## src/rtl/moore_seq_det_pkg.sv

```systemverilog
// Shared types and constants for the 0110 Moore sequence detector.
package moore_seq_det_pkg;

  // The state name is the longest suffix of the pattern matched so far.
  typedef enum logic [2:0] {
    S0 = 3'd0,
    S1 = 3'd1,
    S2 = 3'd2,
    S3 = 3'd3,
    S4 = 3'd4
  } state_e;

  localparam logic [3:0] PATTERN = 4'b0110;
  localparam int         PAT_LEN = 4;

  function automatic logic is_detect(input state_e s);
    return (s == S4);
  endfunction

endpackage

```

## src/rtl/moore_seq_det.sv

```systemverilog
// Moore detector for serial pattern 0110 with overlap; registered detect flag.
// Optional saturating detection counter enabled by MOORE_SEQ_DET_CNT_EN.
module moore_seq_det
  import moore_seq_det_pkg::*;
#(
  parameter int CNT_W = 8
) (
  input  logic             clk,
  input  logic             rst,
  input  logic             data_in,
`ifdef MOORE_SEQ_DET_CNT_EN
  output logic [CNT_W-1:0] det_count,
`endif
  output logic             data_out
);

  state_e r_state;
  state_e w_next;

  always_ff @(posedge clk) begin
    if (rst) r_state <= S0;
    else     r_state <= w_next;
  end

  // PATTERN[PAT_LEN-1] is the first bit received.
  always_comb begin
    w_next = S0;
    case (r_state)
      S0: w_next = (data_in == PATTERN[PAT_LEN-1]) ? S1 : S0;
      S1: w_next = (data_in == PATTERN[PAT_LEN-2]) ? S2 : S1;
      S2: w_next = (data_in == PATTERN[PAT_LEN-3]) ? S3 : S1;
      S3: w_next = (data_in == PATTERN[PAT_LEN-4]) ? S4 : S0;
      S4: w_next = data_in ? S2 : S1;
      default: w_next = S0;
    endcase
  end

  always_comb begin
    data_out = is_detect(r_state);
  end

`ifdef MOORE_SEQ_DET_CNT_EN
  logic [CNT_W-1:0] r_cnt;
  logic             w_hit;

  assign w_hit = (w_next == S4);

  always_ff @(posedge clk) begin
    if (rst)                r_cnt <= '0;
    else if (w_hit && !(&r_cnt)) r_cnt <= r_cnt + 1'b1;
  end

  assign det_count = r_cnt;
`endif

endmodule

```

## config.mk

```make
export PLATFORM = sky130hd
export DESIGN_NAME = moore_seq_det
export DESIGN_NICKNAME = d
export VERILOG_FILES = /design/src/rtl/moore_seq_det_pkg.sv /design/src/rtl/moore_seq_det.sv
export SDC_FILE = /design/constraint.sdc
export NUM_CORES = 1
export LEC_CHECK = 0
export ABC_CLOCK_PERIOD_IN_PS = 2800
export BUFFER_PORTS_ARGS = -buffer_cell sky130_fd_sc_hd__buf_2
export CAP_MARGIN = 10
export CORE_AREA = 2 2 39 41
export CTS_CLUSTER_DIAMETER = 100
export DETAILED_ROUTE_END_ITERATION = 12
export DIE_AREA = 0 0 41 43
export GPL_ROUTABILITY_DRIVEN = 0
export GPL_TIMING_DRIVEN = 0
export PLACE_DENSITY = 0.35
export SYNTH_ARGS = -nofsm -noshare
export SYNTH_HDL_FRONTEND = slang
export SYNTH_SLANG_ARGS = --single-unit
```

## constraint.sdc

```tcl
create_clock -name clk -period 2.8 [get_ports clk]
set_input_delay 0.14 -clock clk [delete_from_list [all_inputs] [get_ports clk]]
set_output_delay 0.14 -clock clk [all_outputs]
set_load 0.01 [all_outputs]
```

* Word level (Yosys, flattened, before mapping)
Index checks and enable logic that the tools add are counted.
Operators by class: mux-type cells 5, reductions and logical operators 2, equal/unequal tests 4
Operators by type and width (count):
- 3-bit one-hot mux with 4 select lines | 1
- 3-bit by 2-bit equality test with 1-bit output (second input constant) | 2
- 2-bit two-way mux | 2
- 3-bit by 1-bit equality test with 1-bit output (second input constant) | 1
- 3-bit equality test (second input constant) | 1
- 3-bit zero test | 1
- 3-bit two-way mux | 1
- 2-bit OR reduction | 1
- 1-bit two-way mux | 1
Word-level totals: word-level logic and storage cells 12, register bits after elaboration 3, output and inout bits 1, bits of input ports 3

* Logic depth before layout (Yosys ltp)
Gate-level depths: netlist of the first run.
depth in word-level cells 3, gate-level depth with buffers 2, gate-level depth less buffers 2

* Least setup slack after synthesis of the first run
No wires, ideal clock.
path type register to register, from register r_state[2], to register r_state[1], arrival time 0.941 ns, slack 1.798 ns, library setup time 0.061 ns, clock period less this slack 1.002 ns, cell stages (with the launch flop) 3, required time 2.739 ns, cell sequence dfxtp_1 > nor3b_1 > a32o_1
On the way: cells in the longest elaborated chain, start to end 3, elaborated cells between the ends (all ways) 7, those cells by class eq/ne: 4; mux: 1; reduce/logical: 2
Ends and longest elaborated chain:
- start, declared | line moore_seq_det.sv:17 | state_e r_state;
- start signal, assigned | line moore_seq_det.sv:22 | else r_state <= w_next;
- 3-bit equality test
- named net data_out | line moore_seq_det.sv:14 | output logic data_out
- 2-bit OR reduction (no source line)
- 3-bit one-hot mux with 4 select lines | line moore_seq_det.sv:28 | case (r_state)
The timed path passes the listed nets, and every way through them passes these cells. A chain may end at the register's enable or synchronous reset.

* Worst setup path in the final report of the first run
from register r_state[2], to output data_out
On the way: cells in the longest elaborated chain, start to end 1
Ends and longest elaborated chain:
- 3-bit equality test | line moore_seq_det_pkg.sv:17 | return (s == S4);
- end, declared | line moore_seq_det.sv:14
No other way between the ends.

==> results.ini, run 1 <==
[setup_path]
start_kind = flop
cp_max_fo = 5
critPathMaxStageDelay_ns = 0.37
crit_chain = nor3b_1, buf_2
crit_path_end_kind = primary output
cp_data_required_time_ns = 2.66
path_class = reg2out
cpMaxStageDelayCell = dfxtp_1
arrival_ns = 1.01

[floorplan]
ioPinCount = 4
die_w_um = 41
die_area_um2 = 1760
core_um2 = 1380
rows = 14
die_h_um = 43
start_util_pct = 9.95

[synth]
syn_area_per_cell_um2 = 10.6
syn_inst = 13
syn_area_um2 = 138
yosys_warnings = 0
synth_nets = 16
ys_types = 10
yosysSeqAreaShare_pct = 43.6
yosys_register_bits = 3

[layout]
fin_util_pct = 14.4
layout.nets = 24
fin_cells = 36
syn_to_final_growth_pct = 44.5
drive_above_1_share_pct = 35.0
antenna-diode-count = 0
reg_top3 = r_state: 3 flops
top_register = r_state
largest_register_ff_count = 3

[sta]
drv_slew = 0
fmax_ghz = 0.871
rsz0062_at_grt = no
fin_skew_ns = 0.000179
post-route-period-util_pct = 41.0
worstMarginPinSlew_ns = 0.211
hold_viol = 0
min_period_ns = 1.15
relSlewSlack_pct = 85.9
finalHoldWorstSlack_ns = 0.122
finalSetupViolCount = 0
fin_setup_tns_ns = 0

[global_routing]
grt_pass1_wl_um = 462
grt_max_degree = 6
grt-ovfl-total = 0
grt_antenna_before_repair = 0
first_global_vias = 121
grtUsageTotal_pct = 4.51

[clock_tree]
cts_sinks = 3
path_clk_slew_ns = 0.04
clockBufferDepth = 2
htree_levels = 1
cts_resized = 0
cts_root_buf = clkbuf_4
hold_buffers = 0
clock_latency_ns = 0.23
cts_setup_buffers = 0
numCtsBuffers = 3
cts_tree = yes

[pwr]
irDropWorstVdd_mv = 0.182
power_density_nw_per_um2 = 649
cellLeakagePower_uw = 0.0000883
p_total_uw = 129

[route]
wl_um = 255
dr.pass1.iters = 1
vias_per_cell = 3.22
drc = 0
ant_nets = 0
vias = 116
wire_per_inst_um = 7.08
drtIter0Drc = 0

[outcome]
status = completed

[run]
max_cap_violations = 0

[min_path]
min_path_type = in2reg

[place]
dp.cells = 32
port_buffers = 3

[area by class of cell]
cell class	count	area (um2)
tap	16	20.0
timing repair buffer	3	15.0
clock buffer	4	26.3
inverter	1	3.75
sequential	3	60.1
multi-input combinational	9	73.8
fill	150	1180
[synth_stat cells]
cell,n,area (um2)
nor3b_1,2,15.0
a211o_1,1,8.76
dfxtp_1,3,60.1
nor2_1,1,3.75
xor2_1,1,8.76
inv_1,1,3.75
a32o_1,1,10.0
and4b_1,1,10.0
a21oi_2,1,8.76
or3b_1,1,8.76
[metal layers]
layer  track usage, %  vias up  routed length [um]
met3             3.14        0                  19
li1                 -       62                   -
met5                0        -                   0
met4             6.00        0                   0
met2             4.38        4                 105
met1             5.13       50                 130
[stage by stage]
| step | cell area [um2] | setup WS (ns) |
|---|---|---|
| floorplan | 138 | 1.80 |
| global placement | 173 | 1.85 |
| detailed placement | 173 | 1.85 |
| CTS | 199 | 1.64 |
| global route | 199 | 1.60 |
| finish | 199 | 1.65 |
[where the power goes]
| part | internal [uW] | switching (uW) | total (uW) |
|---|---|---|---|
| combinational | 4.44 | 3.71 | 8.15 |
| clock | 53.3 | 20.9 | 74.2 |
| sequential | 44.8 | 2.08 | 46.8 |
| total | 103 | 26.7 | 129 |
[kinds of logic (layout without fill, tap and decap cells)]
| kind of cell | count (synthesis) | after routing | synth area share, % |
|---|---|---|---|
| AND/OR/NAND/NOR | 5 | 5 | 27.3 |
| XOR/XNOR | 1 | 1 | 6.36 |
| buffers and inverters | 1 | 8 | 2.72 |
| AO/OA/AOI/OAI | 3 | 3 | 20.0 |
| flip-flops | 3 | 3 | 43.6 |
[cells in the final DEF, fill, tap and decap left out, drive strengths merged]
cell	n
clkbuf	4
buf	3
dfxtp	3
nor3b	2
a211o	1
or3b	1
a21oi	1
nor2	1
and4b	1
inv	1
xor2	1
a32o	1
[worst max-delay path: cells and delay by family (launching register included)]
kind | cells | cell delay, ns
and+or+nand+nor | 1 | 0.24
DFF | 1 | 0.37
buffers and inverters | 1 | 0.18
[path summary, 6_finish.rpt]
| kind | from | endpoint | slack [ns] | depth (start not counted) |
|---|---|---|---|---|
| worst min register to register | r_state[1] | r_state[2] | 0.58 | 1 |
| worst max register to register | r_state[1] | r_state[0] | 1.84 | 2 |
| worst min-delay path | rst | r_state[0] | 0.12 | 2 |
| worst max-delay path | r_state[2] | data_out | 1.65 | 2 |
No activity file was read; power rests on OpenSTA's default activity.
==> inputs of run 2 (changes only) <==
ABC_CLOCK_PERIOD_IN_PS = 1100   (was 2800)
clock period = 1.1 ns   (was 2.8 ns; I/O delays follow)
==> results.ini, run 2 (synthesized netlist as in run 1, its figures left out) <==
[outcome]
status = completed

[layout]
finalInstanceArea_um2 = 204
antenna-diode-count = 0
fillers = 150
reg_top3 = r_state: 3 flops
largest_register_ff_count = 3
fin_cells = 36
syn_to_final_growth_pct = 48.2
final_cell_mix = clkbuf_4, buf_2, dfxtp_1
layout.nets = 24
regArea_um2 = 60.1
drive_above_1_share_pct = 40.0
multi_input_area_um2 = 78.8
top_register = r_state

[min_path]
min_path_type = in2reg

[sta]
finalSetupViolCount = 0
worstMarginPinSlew_ns = 0.189
relSlewSlack_pct = 87.4
min_period_ns = 1.04
hold_viol = 0
finalHoldWorstSlack_ns = 0.0337
post-route-period-util_pct = 94.2
fin_skew_ns = 0.000489
drv_slew = 0
fmax_ghz = 0.965

[global_routing]
grt_pass1_wl_um = 462
first_global_vias = 121
grt_max_degree = 6
grt-ovfl-total = 0
grt_antenna_before_repair = 0
grtUsageTotal_pct = 4.51

[route]
wl_met3_um = 19
dr.pass1.iters = 1
wl_um = 284
vias_per_cell = 3.47
wl_met2_um = 126
ant_nets = 0
vias = 125
wl_met1_um = 137
drc = 0
top_layer_used = met3
drtIter0Drc = 0
wire_per_inst_um = 7.89

[clock_tree]
htree_levels = 1
path_clk_slew_ns = 0.04
cts_resized = 0
clock_latency_ns = 0.23
clockBufferDepth = 2
cts_sinks = 3
hold_buffers = 0
cts_tree = yes
cts_root_buf = clkbuf_4
numCtsBuffers = 3
cts_setup_buffers = 0

[floorplan]
die_h_um = 43
ioPinCount = 4
rows = 14
die_w_um = 41
start_util_pct = 9.95
core_um2 = 1380
die_area_um2 = 1760

[setup_path]
start_kind = flop
critPathMaxStageDelay_ns = 0.37
path_class = reg2out
crit_chain = nor3b_2, buf_2
cpMaxStageDelayCell = dfxtp_1
cp_data_required_time_ns = 1.04
crit_path_end_kind = primary output
cpLargestDelayFamily = flip-flops
arrival_ns = 0.98
cp.buffers_inverters = 1
cp_max_fo = 5

[pwr]
power_density_nw_per_um2 = 1620
irDropWorstVdd_mv = 0.465
cellLeakagePower_uw = 0.0000917

[run]
max_cap_violations = 0

[place]
port_buffers = 3
dp.cells = 32
post_dp_cell_area_um2 = 173

-- run 2: cell counts in the layout (fill, tap and decap cells not counted) --
Identical to the previous run, type by type.
-- run 2: report_power, final --
group	total, uW	switching [uW]	internal, uW
Combinational	20.7	9.38	11.3
Clock	189	53.5	136
Sequential	120	6.18	114
Total	330	69.1	261
-- run 2: stage by stage --
step | setup TNS, ns | power (uW) | setup WS (ns) | util [%]
after floorplan | 0 | 133 | 0.0982 | -
after global placement | 0 | 142 | 0.154 | 12.5
after detailed placement | 0 | 142 | 0.147 | 12.5
after CTS | 0 | 342 | 0.0208 | 14.4
after global routing | -0.0113 | 351 | -0.0113 | 14.7
final | 0 | 330 | 0.0636 | 14.7
-- run 2: path summary, 6_finish.rpt --
kind,depth (start not counted),startpoint,slack [ns],end
max,2,r_state[2],0.06,data_out
min,2,rst,0.03,r_state[0]
max reg2reg,2,r_state[1],0.12,r_state[0]
min reg2reg,1,r_state[1],0.59,r_state[2]
-- run 2: final cells by class --
cell class                      count  area share (%)
Multi-Input combinational cell      9            38.7
Sequential cell                     3            29.4
Clock buffer                        4            12.9
Tap cell                           16            9.82
Timing Repair Buffer                3            7.36
Inverter                            1            1.84
-- run 2: metal layers --
| metal | GRT usage [%] | vias to the layer above |
|---|---|---|
| met2 | 4.38 | 4 |
| met5 | 0 | - |
| met4 | 6.00 | 0 |
| met3 | 3.14 | 0 |
| li1 | - | 64 |
| met1 | 5.13 | 57 |
